## config.mk

```make
export PLATFORM = sky130hd
export DESIGN_NAME = rgmii_rx_idelay_cal
export DESIGN_NICKNAME = d
export VERILOG_FILES = /design/src/rtl/rgmii_rx_idelay_cal.sv
export SDC_FILE = /design/constraint.sdc
export NUM_CORES = 1
export LEC_CHECK = 0
export BUFFER_PORTS_ARGS = -buffer_cell sky130_fd_sc_hd__buf_2
export CORE_ASPECT_RATIO = 0.9
export CORE_UTILIZATION = 50
export CTS_CLUSTER_SIZE = 20
export DETAILED_ROUTE_END_ITERATION = 7
export PLACE_DENSITY = 0.73
export SLEW_MARGIN = 25
export SYNTH_ARGS = -nofsm -noshare
export SYNTH_HDL_FRONTEND = slang
export SYNTH_SLANG_ARGS = --single-unit
```

## constraint.sdc

```tcl
create_clock -name gmii_rx_clk -period 2 [get_ports gmii_rx_clk]
set_input_delay 0.1 -clock gmii_rx_clk [delete_from_list [all_inputs] [get_ports gmii_rx_clk]]
set_output_delay 0.1 -clock gmii_rx_clk [all_outputs]
set_load 0.05 [all_outputs]
```

## src/rtl/rgmii_rx_idelay_cal.sv

```systemverilog
// RGMII receive IDELAY calibration: sweeps all 32 taps and scores preamble/SFD integrity at each one.
// It then loads the centre of the longest run of passing taps, or IDELAY_DEFAULT if no run is long enough.
module rgmii_rx_idelay_cal #(
   parameter int unsigned IDELAY_DEFAULT = 0,
   parameter int unsigned SETTLE_CYC     = 16,
   parameter int unsigned FRAMES_PER_TAP = 4,
   parameter int unsigned TIMEOUT_CYC    = 1000000,
   parameter int unsigned MIN_WIN        = 3
) (
   input  logic       gmii_rx_clk,
   input  logic       rst,
   input  logic       cal_start,
   input  logic       gmii_rx_dv,
   input  logic [7:0] gmii_rxd,
   output logic [4:0] idelay_cntvalue,
   output logic       idelay_ld,
   output logic       cal_busy,
   output logic       cal_done,
   output logic       cal_fail,
   output logic [4:0] win_lo,
   output logic [4:0] win_hi
);

   localparam int TMO_W = $clog2(TIMEOUT_CYC + 1);
   localparam int SET_W = (SETTLE_CYC > 1) ? $clog2(SETTLE_CYC + 1) : 1;
   localparam logic [TMO_W-1:0] TMO_LAST = TMO_W'(TIMEOUT_CYC - 1);
   localparam logic [SET_W-1:0] SET_LAST = SET_W'(SETTLE_CYC - 1);
   localparam logic [7:0]       FPT      = 8'(FRAMES_PER_TAP);
   localparam logic [5:0]       MIN_LEN  = 6'(MIN_WIN);
   localparam logic [4:0]       DEF_TAP  = 5'(IDELAY_DEFAULT);
   localparam logic [7:0]       PRE_BYTE = 8'h55;
   localparam logic [7:0]       SFD_BYTE = 8'hD5;

   typedef enum logic [2:0] {
      S_IDLE, S_LOAD, S_SETTLE, S_OBSERVE, S_EVAL, S_FINAL, S_DONE
   } state_t;

   state_t           state_reg, state_next;
   logic [4:0]       tap_reg, tap_next;
   logic [SET_W-1:0] settle_cnt_reg, settle_cnt_next;
   logic [TMO_W-1:0] tmo_cnt_reg, tmo_cnt_next;
   logic [7:0]       frames_reg, frames_next;
   logic [7:0]       bad_reg, bad_next;
   logic             armed_reg, armed_next;
   logic             in_frame_reg, in_frame_next;
   logic [2:0]       byte_idx_reg, byte_idx_next;
   logic             err_reg, err_next;
   logic             prev_dv_reg;
   logic [4:0]       run_lo_reg, run_lo_next;
   logic [5:0]       run_len_reg, run_len_next;
   logic [4:0]       best_lo_reg, best_lo_next;
   logic [5:0]       best_len_reg, best_len_next;
   logic [4:0]       cntvalue_reg, cntvalue_next;
   logic             ld_reg, ld_next;
   logic             busy_reg, busy_next;
   logic             done_reg, done_next;
   logic             fail_reg, fail_next;
   logic [4:0]       win_lo_reg, win_lo_next;
   logic [4:0]       win_hi_reg, win_hi_next;

   logic             tap_pass;
   logic [5:0]       run_len_inc;
   logic [5:0]       centre_off;
   logic [5:0]       hi_sum;

   always_comb begin
      state_next      = state_reg;
      tap_next        = tap_reg;
      settle_cnt_next = settle_cnt_reg;
      tmo_cnt_next    = tmo_cnt_reg;
      frames_next     = frames_reg;
      bad_next        = bad_reg;
      armed_next      = armed_reg;
      in_frame_next   = in_frame_reg;
      byte_idx_next   = byte_idx_reg;
      err_next        = err_reg;
      run_lo_next     = run_lo_reg;
      run_len_next    = run_len_reg;
      best_lo_next    = best_lo_reg;
      best_len_next   = best_len_reg;
      cntvalue_next   = cntvalue_reg;
      ld_next         = 1'b0;
      busy_next       = busy_reg;
      done_next       = done_reg;
      fail_next       = fail_reg;
      win_lo_next     = win_lo_reg;
      win_hi_next     = win_hi_reg;
      tap_pass        = (frames_reg != 8'd0) && (bad_reg == 8'd0);
      run_len_inc     = run_len_reg + 6'd1;
      centre_off      = (best_len_reg - 6'd1) >> 1;
      hi_sum          = {1'b0, best_lo_reg} + best_len_reg - 6'd1;

      case (state_reg)
         S_IDLE: begin
            if (cal_start) begin
               done_next     = 1'b0;
               fail_next     = 1'b0;
               busy_next     = 1'b1;
               run_lo_next   = 5'd0;
               run_len_next  = 6'd0;
               best_lo_next  = 5'd0;
               best_len_next = 6'd0;
               tap_next      = 5'd0;
               state_next    = S_LOAD;
            end
         end
         S_LOAD: begin
            cntvalue_next   = tap_reg;
            ld_next         = 1'b1;
            settle_cnt_next = '0;
            state_next      = S_SETTLE;
         end
         S_SETTLE: begin
            if (settle_cnt_reg == SET_LAST) begin
               tmo_cnt_next  = '0;
               frames_next   = 8'd0;
               bad_next      = 8'd0;
               armed_next    = 1'b0;
               in_frame_next = 1'b0;
               state_next    = S_OBSERVE;
            end else begin
               settle_cnt_next = settle_cnt_reg + 1'b1;
            end
         end
         S_OBSERVE: begin
            // A frame already running at entry must not be scored mid-way, so arm only after dv is seen low.
            if (!gmii_rx_dv)
               armed_next = 1'b1;
            if (in_frame_reg) begin
               if (!gmii_rx_dv) begin
                  in_frame_next = 1'b0;
                  frames_next   = frames_reg + 8'd1;
                  bad_next      = bad_reg + 8'd1;
               end else if (byte_idx_reg == 3'd7) begin
                  in_frame_next = 1'b0;
                  frames_next   = frames_reg + 8'd1;
                  if (err_reg || (gmii_rxd != SFD_BYTE))
                     bad_next = bad_reg + 8'd1;
               end else begin
                  byte_idx_next = byte_idx_reg + 3'd1;
                  if (gmii_rxd != PRE_BYTE)
                     err_next = 1'b1;
               end
            end else if (armed_reg && gmii_rx_dv && !prev_dv_reg) begin
               in_frame_next = 1'b1;
               byte_idx_next = 3'd1;
               err_next      = (gmii_rxd != PRE_BYTE);
            end
            tmo_cnt_next = tmo_cnt_reg + 1'b1;
            if ((frames_next >= FPT) || (tmo_cnt_reg == TMO_LAST))
               state_next = S_EVAL;
         end
         S_EVAL: begin
            if (tap_pass) begin
               run_len_next = run_len_inc;
               if (run_len_reg == 6'd0)
                  run_lo_next = tap_reg;
               // Strict compare keeps the earliest window when two are equally long.
               if (run_len_inc > best_len_reg) begin
                  best_lo_next  = (run_len_reg == 6'd0) ? tap_reg : run_lo_reg;
                  best_len_next = run_len_inc;
               end
            end else begin
               run_len_next = 6'd0;
            end
            if (tap_reg == 5'd31) begin
               state_next = S_FINAL;
            end else begin
               tap_next   = tap_reg + 5'd1;
               state_next = S_LOAD;
            end
         end
         S_FINAL: begin
            if (best_len_reg >= MIN_LEN) begin
               cntvalue_next = best_lo_reg + centre_off[4:0];
            end else begin
               cntvalue_next = DEF_TAP;
               fail_next     = 1'b1;
            end
            ld_next     = 1'b1;
            win_lo_next = best_lo_reg;
            win_hi_next = hi_sum[4:0];
            done_next   = 1'b1;
            busy_next   = 1'b0;
            state_next  = S_DONE;
         end
         S_DONE: begin
            state_next = S_IDLE;
         end
         default: begin
            state_next = S_IDLE;
         end
      endcase
   end

   always_ff @(posedge gmii_rx_clk) begin
      if (rst) begin
         state_reg      <= S_IDLE;
         tap_reg        <= 5'd0;
         settle_cnt_reg <= '0;
         tmo_cnt_reg    <= '0;
         frames_reg     <= 8'd0;
         bad_reg        <= 8'd0;
         armed_reg      <= 1'b0;
         in_frame_reg   <= 1'b0;
         byte_idx_reg   <= 3'd0;
         err_reg        <= 1'b0;
         prev_dv_reg    <= 1'b0;
         run_lo_reg     <= 5'd0;
         run_len_reg    <= 6'd0;
         best_lo_reg    <= 5'd0;
         best_len_reg   <= 6'd0;
         cntvalue_reg   <= DEF_TAP;
         ld_reg         <= 1'b0;
         busy_reg       <= 1'b0;
         done_reg       <= 1'b0;
         fail_reg       <= 1'b0;
         win_lo_reg     <= 5'd0;
         win_hi_reg     <= 5'd0;
      end else begin
         state_reg      <= state_next;
         tap_reg        <= tap_next;
         settle_cnt_reg <= settle_cnt_next;
         tmo_cnt_reg    <= tmo_cnt_next;
         frames_reg     <= frames_next;
         bad_reg        <= bad_next;
         armed_reg      <= armed_next;
         in_frame_reg   <= in_frame_next;
         byte_idx_reg   <= byte_idx_next;
         err_reg        <= err_next;
         prev_dv_reg    <= gmii_rx_dv;
         run_lo_reg     <= run_lo_next;
         run_len_reg    <= run_len_next;
         best_lo_reg    <= best_lo_next;
         best_len_reg   <= best_len_next;
         cntvalue_reg   <= cntvalue_next;
         ld_reg         <= ld_next;
         busy_reg       <= busy_next;
         done_reg       <= done_next;
         fail_reg       <= fail_next;
         win_lo_reg     <= win_lo_next;
         win_hi_reg     <= win_hi_next;
      end
   end

   assign idelay_cntvalue = cntvalue_reg;
   assign idelay_ld       = ld_reg;
   assign cal_busy        = busy_reg;
   assign cal_done        = done_reg;
   assign cal_fail        = fail_reg;
   assign win_lo          = win_lo_reg;
   assign win_hi          = win_hi_reg;

endmodule
```

==> flow_summary.json, run 1 <==
{
  "synth_common_cells": "dfxtp_1, nor2_1, nand2_1",
  "min-delay-start": "gmii_rx_dv",
  "dieArea_um2": 11200,
  "overflow": 0,
  "clkLatencyLatePin_ps": 350,
  "p_comb_share_pct": 10.1,
  "yosys-top-cells-area": "dfxtp_1, ha_1, nor2_1",
  "powerDensity_nw_per_um2": 595,
  "crit_start": "best_len_reg[0]$_SDFFE_PP0P_",
  "critPathMaxFanout": 3,
  "ctsLongestPathBuffers": 2,
  "criticalPathCategory": "flip-flop to flip-flop",
  "cp_num_buf_inv": 3,
  "core_area_um2": 10400,
  "yosys_warnings": 0,
  "grt_pass1_vias": 4640,
  "synth_top_area_share_pct": 35.9,
  "clkTransAtPathRegs_ps": 80,
  "cts_made_buffers": 9,
  "async_flop_share_pct": 0,
  "ys_seq_area_share_pct": 35.9,
  "final.setup.tns_ps": -596,
  "p_total_mw": 4.04,
  "min_period_over_period_pct": 105,
  "period_needed_ps": 2090,
  "p_int_mw": 2.96,
  "syn_to_final_growth_pct": 25.5,
  "relSlewSlack_pct": 53.9,
  "critPathCaptureType": "flip-flop",
  "vias": 5087,
  "violations": "design-rule violations, negative setup slack",
  "rows": 35,
  "start_kind": "flip-flop",
  "p_switching_mw": 1.08,
  "dr.pass1.iters": 7,
  "avgSynthCellArea_um2": 8.20,
  "portBuffers": 30,
  "synth_edf_count": 0,
  "cp_cell_sequence": "inv_2, ha_4, inv_2, ha_4, inv_2, fa_2, nor2b_1, o21ai_1, a21oi_1, mux2i_1, a311oi_1",
  "fin_nets": 786,
  "rsz0062_at_grt": "true",
  "swShare_pct": 26.7,
  "syn_area_um2": 5410,
  "power_frac_seq_pct": 48.9,
  "wl_per_cell_um": 15.7,
  "clkSinkCount": 97,
  "cts.root.buffer_cell": "clkbuf_16",
  "dp_hpwl_um": 9460,
  "fmax_mhz": 478,
  "max_cap_violations": 0,
  "cpPeakStageDelay_ps": 360,
  "setup_ws_ps": -93.4,
  "hold_ws_ps": 40.1,
  "fillerInstances": 810,
  "peakVddDrop_mv": 0.334,
  "track_usage_pct": 24.0,
  "slew_viol_final": 0,
  "synth_top_area_cell": "dfxtp_1",
  "synth_seq_cells": 97,
  "cp.required_ps": 2260,
  "yosysMostFrequentCell": "dfxtp_1",
  "skew_ps": 13.6,
  "diodes": 0,
  "status": "finished, violations left",
  "clkPwrFrac_pct": 41.0,
  "r2r_start": "best_len_reg[0]$_SDFFE_PP0P_",
  "drtAntennaViolNets": 0,
  "syn_nets": 705,
  "via_per_inst": 5.82,
  "netlist-cell-type-count": 70,
  "hold_viol_final": 0,
  "drive_gt1_share_pct": 26.2,
  "die_width_um": 112,
  "antenna_found_initial": 0,
  "die_h_um": 101,
  "grt_pass1_wl_um": 21800,
  "setup_violations": 12,
  "ioPinCount": 31,
  "grt_max_degree": 34,
  "arrival_ps": 2350,
  "hp-class": "input pin to flip-flop",
  "path_delay_family": "adder cells",
  "hold_buffers": 0,
  "syn_inst": 659,
  "tightest_slew_ps": 689,
  "drt_iter0_markers": 403,
  "start_util_pct": 52.1,
  "drc": 7,
  "p_leak_nw": 2.63,
  "routed_wl_um": 13700,
  "gp_congestion": 0.898,
  "cpMostUsedCell": "inv_2",
  "largest_reg_flops": 20,
  "cts_tree": "yes",
  "crit_slowest_cell": "dfxtp_2",
  "htree_levels": 3,
  "ys.flop_type": "dfxtp_1"
}
[layer usage]
| layer | GRT usage [%] | vias up | routed length [um] |
|---|---|---|---|
| li1 | - | 2505 | - |
| met1 | 32.7 | 2452 | 6430 |
| met2 | 38.6 | 111 | 6460 |
| met3 | 4.63 | 19 | 634 |
| met4 | 7.07 | 0 | 178 |
| met5 | 0 | - | 0 |
[final timing paths]
kind | endpoint | cells past startpoint | slack, ps
setup / recovery | idelay_cntvalue[4]$_SDFFE_PP0P_ | 11 | -90
hold / removal | prev_dv_reg$_SDFF_PP0_ | 2 | 40
setup reg to reg | idelay_cntvalue[4]$_SDFFE_PP0P_ | 11 | -90
hold reg to reg | win_hi[3]$_SDFFE_PP0P_ | 2 | 450
[stage by stage]
stage / setup WS, ps / util (%) / cell area, um2 / cells
floorplan: 1.16 / - / 5470 / 659
global placement: -15.4 / 58.6 / 6080 / 844
detailed placement: -165 / 58.6 / 6080 / 844
CTS: -22.0 / 62.0 / 6430 / 861
global route: -188 / 65.4 / 6780 / 874
finish: -93.4 / 65.4 / 6780 / 874
[placed cells by master, fill, tap and decap left out, drive strengths merged, types with 3 or more instances in the layout]
cell type,instances
ha,32
o21a,3
clkinvlp,4
or3,8
a21oi,51
dfxtp,97
nor4b,5
a311oi,14
a31oi,4
xnor2,15
nand3,29
nor3,15
or2,7
clkbuf,11
nor2b,8
nand2b,17
nand3b,3
buf,100
o21ai,28
and3,5
xor2,7
and2,6
a21o,3
nand2,62
or4,4
nand4,15
inv,37
nor2,78
nor4,3
a22oi,9
o31ai,4
o21bai,3
a211oi,3
or3b,5
mux2i,21
mux2,3
[final cells by class]
class | instances | area [um2] | share of cell area [%]
multi-input cells | 496 | 3520 | 51.9
repair buffers | 101 | 728 | 10.7
inverters | 35 | 131 | 1.94
clock buffers | 10 | 229 | 3.38
clock inverters | 6 | 50.0 | 0.738
flip-flops and latches | 97 | 1960 | 28.9
well taps | 129 | 161 | 2.38
[timing repair]
item | 4_1_cts | 5_1_grt
pin swaps | 3 | 35
endpoints found under the setup margin | 16 | 39
endpoints found under the hold margin | 0 | 0
buffers inserted | 1 | 11
cloned | 0 | 2
gates resized for setup | 18 | 52
[cell families after synthesis]
family                     share of synthesized area (%)
and+or+nand+nor                                     26.2
AOI/OAI and AO/OA                                   16.6
DFF                                                 35.9
buffers and inverters                               5.05
adders and majority gates                           8.15
muxes                                               4.51
xor gates and xnor gates                            3.56
[power by group through the flow]
stage | Sequential, mW | Clock, mW | Combinational [mW]
floorplan | 2.08 | 0 | 0.191
global placement | 2.02 | 0 | 0.368
detailed placement | 2.02 | 0 | 0.373
CTS | 1.97 | 1.67 | 0.375
global route | 1.98 | 1.74 | 0.439
finish | 1.97 | 1.66 | 0.406
Power figures use the tool's default switching activity.
==> run 2: changes to the inputs <==
- CORE_MARGIN: unset -> 3
- GPL_TIMING_DRIVEN: unset -> 0
- RECOVER_POWER: unset -> 50
==> flow_summary.json, run 2 (synthesis results as in run 1) <==
{
  "fmax_mhz": 481,
  "final.setup.tns_ps": -685,
  "period_needed_ps": 2080,
  "largest_reg_flops": 20,
  "power_frac_seq_pct": 49.3,
  "dieArea_um2": 12100,
  "setup_violations": 13,
  "gp_congestion": 0.924,
  "final_cells": 869,
  "critPathCaptureType": "flip-flop",
  "clkSinkCount": 97,
  "diodes": 0,
  "antenna_found_initial": 0,
  "start_kind": "flip-flop",
  "drive_gt1_share_pct": 23.6,
  "dp_hpwl_um": 9630,
  "critPathMaxFanout": 6,
  "skew_ps": 12.9,
  "peakVddDrop_mv": 0.382,
  "track_usage_pct": 23.4,
  "clkPwrFrac_pct": 41.3,
  "clkTransAtPathRegs_ps": 70,
  "wl_per_cell_um": 16.7,
  "rows": 35,
  "p_switching_mw": 1.04,
  "drt_iter0_markers": 390,
  "grt_max_degree": 17,
  "dr.pass1.iters": 6,
  "grt_pass1_vias": 4849,
  "max_cap_violations": 0,
  "p_int_mw": 2.94,
  "cts_made_buffers": 9,
  "powerDensity_nw_per_um2": 588,
  "via_per_inst": 5.90,
  "placed_cells": 817,
  "hp-class": "input pin to flip-flop",
  "start_util_pct": 52.1,
  "arrival_ps": 2360,
  "violations": "negative setup slack",
  "drc": 0,
  "cts_tree": "yes",
  "path_delay_family": "compound AO/OA/AOI/OAI gates",
  "p_leak_nw": 2.52,
  "crit_slowest_cell": "dfxtp_4",
  "ctsLongestPathBuffers": 2,
  "htree_levels": 3,
  "clkLatencyLatePin_ps": 350,
  "slew_viol_final": 0,
  "mostFrequentLayoutCells": "dfxtp_1, nor2_1, nand2_1",
  "ioPinCount": 31,
  "grt_pass1_wl_um": 22900,
  "setup_ws_ps": -80.2,
  "rsz0062_at_grt": "true",
  "portBuffers": 29,
  "criticalPathCategory": "flip-flop to flip-flop",
  "final_core_util_pct": 65.3,
  "core_area_um2": 10400,
  "cp_cell_sequence": "nand3_4, xnor2_2, ha_1, a21o_1, a21oi_2, nor2b_2, o221ai_4, buf_6, mux2i_1",
  "vias": 5125,
  "syn_to_final_growth_pct": 25.4,
  "overflow": 0,
  "relSlewSlack_pct": 54.9,
  "p_comb_share_pct": 9.4,
  "fin_nets": 781,
  "drtAntennaViolNets": 0,
  "hold_viol_final": 0,
  "cpPeakStageDelay_ps": 410,
  "cts.root.buffer_cell": "clkbuf_16",
  "tightest_slew_ps": 677,
  "routed_wl_um": 14600,
  "cp.required_ps": 2280,
  "min_period_over_period_pct": 104,
  "die_width_um": 116,
  "status": "finished, violations left",
  "dp_slack_ps": -292,
  "layout_commonest_cell": "dfxtp_1",
  "cp_num_buf_inv": 1,
  "die_h_um": 105,
  "swShare_pct": 26.1
}
[run 2: cell count changes in the layout (fill, tap and decap cells not counted), moves of 5 or more]
cell      before  now
clkbuf_1       1   33
buf_4         66   37
buf_2         30   13
clkbuf_2       0    7
dfxtp_4        4   10
buf_6          2    7
dfxtp_1       88   83
[run 2: area by class of cell]
class / count / area (um2)
Inverter: 35 / 145
Multi-Input combinational cell: 495 / 3630
Buffer: 27 / 133
Clock buffer: 11 / 243
Timing Repair Buffer: 70 / 448
Tap cell: 129 / 161
Sequential cell: 97 / 1980
Clock inverter: 5 / 37.5
Fill cell: 844 / 3600
[run 2: metrics by stage]
| step | hold slack, ps | power [mW] | area (um2) |
|---|---|---|---|
| 2_1_floorplan | 228 | 2.27 | 5470 |
| 3_3_place_gp | 391 | 2.36 | 5780 |
| 3_5_place_dp | 397 | 2.37 | 5780 |
| 4_1_cts | 31.3 | 3.99 | 6490 |
| 5_1_grt | 77.3 | 4.11 | 6780 |
| 6_report | 73.9 | 3.99 | 6780 |
[run 2: path summary, 6_finish.rpt]
path | startpoint | end | slack, ps | depth (start not counted)
setup / recovery | run_len_reg[0]$_SDFFE_PP0P_ | best_lo_reg[3]$_SDFFE_PP0P_ | -80 | 9
hold / removal | gmii_rx_dv | prev_dv_reg$_SDFF_PP0_ | 70 | 2
setup reg to reg | run_len_reg[0]$_SDFFE_PP0P_ | best_lo_reg[3]$_SDFFE_PP0P_ | -80 | 9
hold reg to reg | win_hi[3]$_SDFFE_PP0P_ | win_hi[3]$_SDFFE_PP0P_ | 450 | 2
[run 2: metal layers]
| layer | up-vias | track usage [%] | wire length, um |
|---|---|---|---|
| li1 | 2486 | - | - |
| met1 | 2440 | 31.2 | 6470 |
| met2 | 167 | 37.9 | 6900 |
| met3 | 32 | 4.98 | 887 |
| met4 | 0 | 6.79 | 292 |
| met5 | - | 0 | 0 |
[run 2: power groups by stage]
stage	Combinational, mW	Clock [mW]	Sequential, mW
2_1_floorplan	0.191	0	2.08
3_3_place_gp	0.341	0	2.02
3_5_place_dp	0.346	0	2.02
4_1_cts	0.356	1.67	1.97
5_1_grt	0.407	1.74	1.97
6_report	0.376	1.65	1.96
[run 2: what timing repair did]
item / 4_1_cts / 5_1_grt
buffers inserted: 29 / 11
cloned: 1 / 0
pin swaps: 23 / 31
hold buffers: 0 / 0
endpoints found under the setup margin: 62 / 66
resized for setup: 54 / 69
